File: src/rtl/fft_block_loader_if.sv
// Sample-stream bundle between a complex Q1.15 source and the block loader.
// The source drives the sample and its framing; the loader returns s_ready.
interface fft_block_loader_if;
  logic               s_valid;
  logic               s_ready;
  logic signed [15:0] s_re;
  logic signed [15:0] s_im;
  logic               s_last;
  logic [2:0]         stage;

  modport master (output s_valid, s_re, s_im, s_last, stage, input s_ready);
  modport slave  (input s_valid, s_re, s_im, s_last, stage, output s_ready);
endinterface

File: src/rtl/fft_block_loader.sv
// Packs a serial complex sample stream into 8-lane blocks for the twiddle
// multiplier and attaches each block's twiddle start/step for the frame's stage.
module fft_block_loader #(
  parameter int N_POINTS = 64,
  parameter int LANES    = 8
) (
  input  logic               clk,
  input  logic               rst_n,
  fft_block_loader_if.slave  s,
  output logic               isValid,
  output logic [5:0]         start,
  output logic [5:0]         step,
  output logic signed [15:0] x  [LANES],
  output logic signed [15:0] xi [LANES],
  output logic               frame_err
);

  localparam logic [5:0] LAST_CNT = 6'(N_POINTS - 1);
  localparam logic [2:0] LAST_LANE = 3'(LANES - 1);

  typedef enum logic [0:0] {FILL = 1'b0, PAD = 1'b1} state_t;

  state_t             state_q, state_d;
  logic               ready_q, ready_d;
  logic [2:0]         lane_q, lane_d;
  logic [5:0]         cnt_q, cnt_d;
  logic [2:0]         stage_q, stage_d;
  logic signed [15:0] bank_re_q [LANES];
  logic signed [15:0] bank_im_q [LANES];
  logic signed [15:0] x_q  [LANES];
  logic signed [15:0] xi_q [LANES];
  logic               valid_q, err_q;
  logic [5:0]         start_q, step_q;

  logic       acc_s, emit_s, short_s, miss_s;
  logic [2:0] stage_in_s, blk_stage_s;
  logic [5:0] blk_base_s, start_s, step_s;

  // Handshake decode, emit triggers and twiddle arithmetic for the current sample
  always_comb begin
    acc_s      = s.s_valid && ready_q;
    stage_in_s = (s.stage > 3'd5) ? 3'd5 : s.stage;
    // The frame's first sample carries the stage that this block must use
    blk_stage_s = (cnt_q == 6'd0) ? stage_in_s : stage_q;
    emit_s     = acc_s && ((lane_q == LAST_LANE) || s.s_last);
    short_s    = emit_s && s.s_last && (cnt_q != LAST_CNT);
    miss_s     = emit_s && !s.s_last && (cnt_q == LAST_CNT);
    blk_base_s = {cnt_q[5:3], 3'b000};
    start_s    = blk_base_s << blk_stage_s;
    step_s     = 6'd1 << blk_stage_s;
  end

  // Next-state logic for the fill/pad sequencer and frame counters
  always_comb begin
    state_d = state_q;
    lane_d  = lane_q;
    cnt_d   = cnt_q;
    stage_d = stage_q;
    case (state_q)
      FILL: begin
        if (acc_s) begin
          if (cnt_q == 6'd0) begin
            stage_d = stage_in_s;
          end else begin
            stage_d = stage_q;
          end
          if (emit_s && s.s_last) begin
            cnt_d   = 6'd0;
            lane_d  = 3'd0;
            state_d = short_s ? PAD : FILL;
          end else if (cnt_q == LAST_CNT) begin
            cnt_d  = 6'd0;
            lane_d = 3'd0;
          end else begin
            cnt_d  = cnt_q + 6'd1;
            lane_d = lane_q + 3'd1;
          end
        end else begin
          state_d = FILL;
        end
      end
      PAD:     state_d = FILL;
      default: state_d = FILL;
    endcase
    ready_d = (state_d == FILL);
  end

  // Sequencer and counter state
  always_ff @(posedge clk or negedge rst_n) begin
    if (!rst_n) begin
      state_q <= FILL;
      ready_q <= 1'b0;
      lane_q  <= 3'd0;
      cnt_q   <= 6'd0;
      stage_q <= 3'd0;
    end else begin
      state_q <= state_d;
      ready_q <= ready_d;
      lane_q  <= lane_d;
      cnt_q   <= cnt_d;
      stage_q <= stage_d;
    end
  end

  // Sample bank and block output registers; lanes past the accepted one are zeroed
  always_ff @(posedge clk or negedge rst_n) begin
    if (!rst_n) begin
      for (int j = 0; j < LANES; j++) begin
        bank_re_q[j] <= 16'sd0;
        bank_im_q[j] <= 16'sd0;
        x_q[j]       <= 16'sd0;
        xi_q[j]      <= 16'sd0;
      end
      valid_q <= 1'b0;
      err_q   <= 1'b0;
      start_q <= 6'd0;
      step_q  <= 6'd0;
    end else begin
      valid_q <= emit_s;
      err_q   <= short_s || miss_s;
      if (acc_s) begin
        bank_re_q[lane_q] <= s.s_re;
        bank_im_q[lane_q] <= s.s_im;
      end
      if (emit_s) begin
        start_q <= start_s;
        step_q  <= step_s;
        for (int j = 0; j < LANES; j++) begin
          if (3'(j) < lane_q) begin
            x_q[j]  <= bank_re_q[j];
            xi_q[j] <= bank_im_q[j];
          end else if (3'(j) == lane_q) begin
            x_q[j]  <= s.s_re;
            xi_q[j] <= s.s_im;
          end else begin
            x_q[j]  <= 16'sd0;
            xi_q[j] <= 16'sd0;
          end
        end
      end
    end
  end

  assign s.s_ready = ready_q;
  assign isValid   = valid_q;
  assign frame_err = err_q;
  assign start     = start_q;
  assign step      = step_q;
  assign x         = x_q;
  assign xi        = xi_q;

endmodule

File: src/flat_wrapper.sv
// flat-port wrapper written by rule: the top's interface ports become plain ports
module fft_block_loader_flat 
#(
  parameter int N_POINTS = 64,
  parameter int LANES    = 8
)
  (clk, rst_n, isValid, start, step, x, xi, frame_err, s_s_valid, s_s_re, s_s_im, s_s_last, s_stage, s_s_ready);
  fft_block_loader_if s_i ();
  input  logic clk;
  input  logic rst_n;
  output logic isValid;
  output logic [5:0] start;
  output logic [5:0] step;
  output logic signed [15:0] x[LANES];
  output logic signed [15:0] xi[LANES];
  output logic frame_err;
  input wire logic [$bits(s_i.s_valid)-1:0] s_s_valid;
  input wire logic [$bits(s_i.s_re)-1:0] s_s_re;
  input wire logic [$bits(s_i.s_im)-1:0] s_s_im;
  input wire logic [$bits(s_i.s_last)-1:0] s_s_last;
  input wire logic [$bits(s_i.stage)-1:0] s_stage;
  output wire logic [$bits(s_i.s_ready)-1:0] s_s_ready;
  assign s_i.s_valid = s_s_valid;
  assign s_i.s_re = s_s_re;
  assign s_i.s_im = s_s_im;
  assign s_i.s_last = s_s_last;
  assign s_i.stage = s_stage;
  assign s_s_ready = s_i.s_ready;
  fft_block_loader #(.N_POINTS(N_POINTS), .LANES(LANES)) u_core (.clk(clk), .rst_n(rst_n), .s(s_i), .isValid(isValid), .start(start), .step(step), .x(x), .xi(xi), .frame_err(frame_err));
endmodule
File: config.mk
export PLATFORM = sky130hd
export DESIGN_NAME = fft_block_loader_flat
export DESIGN_NICKNAME = d
export VERILOG_FILES = /design/src/rtl/fft_block_loader_if.sv /design/src/rtl/fft_block_loader.sv /design/src/flat_wrapper.sv
export SDC_FILE = /design/constraint.sdc
export NUM_CORES = 1
export LEC_CHECK = 0
export ABC_AREA = 1
export BUFFER_PORTS_ARGS = -buffer_cell sky130_fd_sc_hd__buf_2
export CAP_MARGIN = 40
export CORE_UTILIZATION = 38
export CTS_CLUSTER_DIAMETER = 60
export DETAILED_ROUTE_END_ITERATION = 6
export PLACE_DENSITY = 0.68
export SYNTH_ARGS = -nofsm -noshare
export SYNTH_HDL_FRONTEND = slang
export SYNTH_SLANG_ARGS = --single-unit
File: constraint.sdc
create_clock -name clk -period 3.35 [get_ports clk]
set_input_delay 0.67 -clock clk [delete_from_list [all_inputs] [get_ports clk]]
set_output_delay 0.67 -clock clk [all_outputs]
set_load 0.02 [all_outputs]
# --- Word level (Yosys, flattened, before mapping) ---
# Cells that the tools add are included.
totals:
  in_bits: 39
  output_inout_bits: 271
  wordCells: 128
  ff_bits: 540
op_classes:
  n_eq_ne: 10
  n_lt_le_gt_ge: 11
  bitwise: 3
  mux: 46
  shifts: 2
  n_reduce_logical: 13
  add_sub_neg: 2
op_table:
  columns: ["cell", "n"]
  rows:
  - ["$mux W16", 33]
  - ["$bwmux W128", 2]
  - ["$demux W16 S3", 1]
  - ["$eq A3 B3 Y1 const A", 4]
  - ["$lt A3 B3 Y1 const A", 4]
  - ["$mux W3", 4]
  - ["$mux W6", 2]
  - ["$logic_and A1 B1 Y1", 7]
  - ["$add A6 B1 Y6 const B", 1]
  - ["$eq A2 B3 Y1 const A", 2]
  - ["$eq A6 B6 Y1 const B", 1]
  - ["$logic_not A6 Y1", 1]
  - ["$lt A1 B3 Y1 const A", 2]
  - ["$lt A2 B3 Y1 const A", 2]
  - ["$ne A6 B6 Y1 const B", 1]
  - ["$shl A1 B3 Y6 const A", 1]
  - ["$shl A6 B3 Y6", 1]
  - ["$ge A4 B4 Y1 const B", 1]
  - ["$lt A4 B1 Y1 const B", 1]
  - ["$not A3 Y4", 1]
  - ["$add A3 B1 Y3 const B", 1]
  - ["$eq A1 B3 Y1 const A", 1]
  - ["$eq A3 B3 Y1 const B", 1]
  - ["$gt A3 B3 Y1 const B", 1]
  - ["7 further kinds", 11]

# --- Logic depth before layout (Yosys ltp) ---
depth:
  word_depth: 10
  depth_mapped: 12
  mapped_depth_nobuf: 11

# --- Worst setup path after synthesis ---
# Ideal clock, no wire load.
synth_timing:
  kind: "register to register"
  startpoint: "register u_core.lane_q[1]"
  endpoint: "register u_core.x_q (netlist bit u_core.x[36])"
  period_less_slack_ns: 1.898
  n_path_buf: 3
  setup_ns: 0.119
  path_slack_ns: 1.452
  path_stages_with_launch: 11
  required_time_ns: 3.231
  arrival_time_ns: 1.779
  cell_sequence: "dfrtp_1 ha_1 ha_1 inv_1 nor2_2 inv_2 nand2_2 buf_4 buf_4 buf_2 o21a_1"
synth_via:
  elab_chain_cells: 3
  word_cells_on_any_way: 7
  classes_between: "order compare: 1; eq/ne: 2; mux: 2; reduce/logical: 2"
synth_lines:
  columns: ["element", "line_no", "source"]
  rows:
  - ["from (decl)", "fft_block_loader.sv:25", "logic [2:0] lane_q, lane_d;"]
  - ["from (signal assigned)", "fft_block_loader.sv:99", "lane_q <= lane_d;"]
  - ["branches (longest 3 deep; another with $lt A3 B3 Y1)", null, null]
  - ["to (signal, indexed assignment)", "fft_block_loader.sv:130", "x_q[j] <= bank_re_q[j];"]
  - ["to (signal, indexed assignment)", "fft_block_loader.sv:133", "x_q[j] <= s.s_re;"]
  - ["to (decl)", "fft_block_loader.sv:30", "logic signed [15:0] x_q [LANES];"]
# Several ways; the timed one is not identified.
# A chain may end at the register's enable or synchronous reset.

# --- Worst setup path after layout ---
layout_timing:
  startpoint: "register u_core.lane_q[1]"
  endpoint: "register u_core.x_q (netlist bit u_core.x[45])"
# The elaborated chain is that of the path after synthesis.

==> results by group <==
Logic synthesis
  – Synth warn: 0
  – Count of cell types in the netlist: 33
  – Mapped Cells: 2250
  – Synthesized flop and latch total: 505
  – Seq/Total Area, Yosys: 60.0%
  – Syn_area_per_cell: 9.36 sq um
  – Post-Syn Area: 21100 sq um

Die
  – Die Ht: 237 um
  – Initial Util: 38.8%
  – Die ar.: 56400 sq um
  – Placeable Area: 54300 sq um
  – Core Rows: 85
  – Ports: 310
  – Die Wd: 237 um

Routing
  – Per-cell routed wire length: 19.2 um
  – Drt first pass iters: 6
  – Routed wire length: 62500 um
  – DRC: 0
  – Via density: 5.31
  – DRT iter0 DRCs: 1517
  – Antenna viol nets, final: 0
  – Vias post-DR: 17305

Power and ir drop
  – Internal Pwr Total: 13.8 mW
  – IR drop worst, VDD: 0.562 mV
  – Clk pwr share: 27.5%
  – Switching portion of total power: 36.1%
  – Pwr Total: 21.6 mW
  – Leak: 12.0 nW
  – Pwr Density: 862 nW/um^2
  – Seq pwr share: 44.3%
  – NetSw: 7.80 mW
  – Comb power frac: 28.2%

STA
  – WHS: 0.0668 ns
  – Worst Skew: 0.0124 ns
  – Final setup margin: 0.644 ns
  – Max-slew headroom: 44.2%
  – Fin crit period: 2.71 ns
  – Final setup viols: 0
  – RSZ-0062 raised after global routing: false
  – Worst Tran Pin Value: 0.838 ns
  – Final critical-path share of the clock period: 80.8%
  – Final Max Slew Viols: 0
  – Final Hold Viols: 0
  – Fmax: 370 MHz
  – Setup_tns: 0 ns

Critical path
  – Crit Path Max Fanout: 136
  – WP data required: 3.83 ns
  – Startpoint types: flop
  – Setup CP Type: flop to flop
  – Arrival time worst endpoint: 3.18 ns
  – Critical path endpoint category: flop

Placed design
  – Pre-CTS setup slack: 0.739 ns
  – Dpl hpwl: 41600 um
  – DP Cell Count: 3162
  – PortBufs: 306
  – Gp weighted congestion: 0.842

Status
  – Status: complete, no violations

Clock tree
  – Clk slew on worst S/H paths: 0.06 ns
  – Sink Count: 505
  – Post-CTS Hold Buffers: 0
  – Num CTS Buffers: 55
  – CTS max path bufs: 3
  – Root Driver: clkbuf_16
  – Clk Latency, worst-skew pair: 0.59 ns
  – Post-CTS Setup Inserts: 0
  – Post_cts resized: 0
  – CTS tree: built
  – H-tree depth: 2

Global routing
  – All-Layer GR Usage: 21.9%
  – GR Overflow Total: 0
  – Vias in the first global route: 16702
  – Pin count of the biggest net entering global routing: 137
  – Initial antenna violation count: 0
  – First-pass GRT wire length: 97200 um

Finish
  – ANT cells: 0
  – Footprint of the multi-input gates: 7230 sq um
  – Register area: 12600 sq um
  – Nets: 2525
  – Commonest cells after routing, fill and taps aside: o21ai_0, dfrtp_1, nand2_1, buf_2, a21oi_1
  – Filler cells: 5121
  – Post-Layout Cell Count: 3258
  – Commonest non-fill, non-tap cell in the layout: o21ai_0
  – Syn-to-layout area delta: 19.0%
  – Layout cell share with drive strength beyond 1: 20.1%

Min path
  – Min-delay worst type: input pin to asynchronous set/reset pin

Job
  – Number of max-cap violations: 0
## layer usage
layer,track usage (%),share of wire (%)
met4,6.31,2.3
met1,29.6,43
met3,3.88,6.1
met5,0,0
met2,36.0,48
## flip-flops by register name (all words and copies together), names as in the netlist, 3 cells and up
register and count:
u_core.x 128, u_core.xi 128, u_core.bank_im_q 112, u_core.bank_re_q 112, u_core.cnt_q 6, u_core.step 6, u_core.lane_q 3, u_core.stage_q 3
u_core.start 3
## cells by family (layout without fill, tap and decap cells)
| family | Yosys count | count (layout) | synth area share, % |
|---|---|---|---|
| other | 1 | 3 | 0.0178 |
| AND/OR/NAND/NOR | 660 | 660 | 12.7 |
| adder cells (fa/ha/maj) | 6 | 6 | 0.356 |
| XOR/XNOR | 2 | 2 | 0.0832 |
| buffers and inverters | 285 | 552 | 5.85 |
| multiplexers | 34 | 34 | 1.81 |
| AO/OA/AOI/OAI | 757 | 757 | 19.2 |
| flip-flops | 505 | 505 | 60.0 |
## final timing paths
path	startpoint	depth (start not counted)	end	slack (ns)
setup / recovery	u_core.lane_q[1]$_DFFE_PN0P_	9	u_core.x[45]$_DFFE_PN0N_	0.64
hold / removal	rst_n	1	u_core.xi[72]$_DFFE_PN0N_	0.07
setup reg to reg	u_core.lane_q[1]$_DFFE_PN0P_	9	u_core.x[45]$_DFFE_PN0N_	0.64
hold reg to reg	u_core.start[3]$_DFFE_PN0N_	2	u_core.start[3]$_DFFE_PN0N_	0.48
max in group asynchronous	rst_n	3	u_core.bank_re_q[53]$_DFFE_PN0P_	2.26
min in group clk	s_s_re[3]	3	u_core.bank_re_q[35]$_DFFE_PN0P_	0.37
## power groups by stage
stage / registers, mW / logic (mW) / clock network (mW)
floorplan: 10.3 / 3.04 / 0
detailed placement: 9.63 / 6.09 / 0
global placement: 9.55 / 5.83 / 0
finish: 9.57 / 6.09 / 5.95
global route: 9.79 / 6.80 / 6.36
CTS: 9.55 / 6.12 / 6.10
## layout make-up
class | instances | area share, %
inverters | 100 | 1.54
multi-input cells | 1462 | 28.9
clock inverters | 22 | 0.993
well taps | 739 | 3.69
repair buffers | 356 | 8.49
clock buffers | 74 | 6.01
flip-flops and latches | 505 | 50.4
## Yosys cell counts
cell,count,share of area (%)
nand2_4,1,0.053
mux2i_1,2,0.095
nor2_1,77,1.4
nor3_1,2,0.048
clkbuf_1,111,2.0
nand2_1,464,8.3
inv_2,9,0.16
nor2_2,2,0.059
buf_2,53,1.3
or2_1,1,0.030
conb_1,1,0.018
clkinv_1,1,0.018
buf_6,7,0.37
xor2_1,2,0.083
nand4_1,1,0.030
o21ai_1,28,0.67
dfrtp_1,505,60
nand2_2,4,0.12
inv_4,1,0.030
inv_1,89,1.6
o21ai_0,517,12
mux2_1,1,0.053
buf_4,11,0.39
ha_1,6,0.36
nand3_1,103,2.4
buf_1,3,0.053
nor2_4,5,0.27
mux2_2,31,1.7
o22ai_1,18,0.53
o221ai_1,32,1.3
a21oi_1,121,2.9
o21a_1,32,1.1
a21oi_2,9,0.37
## stage by stage
stage	area (sq um)	util, %
3_3_place_gp	23200	42.7
6_report	25100	46.1
3_5_place_dp	23300	42.9
4_1_cts	25100	46.1
2_1_floorplan	21100	-
5_1_grt	25100	46.1
## worst max-delay path: stages (launching register included)
cell and delay [ns]:
dfrtp_1 0.48, ha_1 0.20, ha_1 0.15, inv_1 0.13
nor2_2 0.17, inv_2 0.08, nand2_8 0.22, buf_12 0.40
o221ai_1 0.31, o21a_1 0.18
No activity file was read; power rests on OpenSTA's default activity.
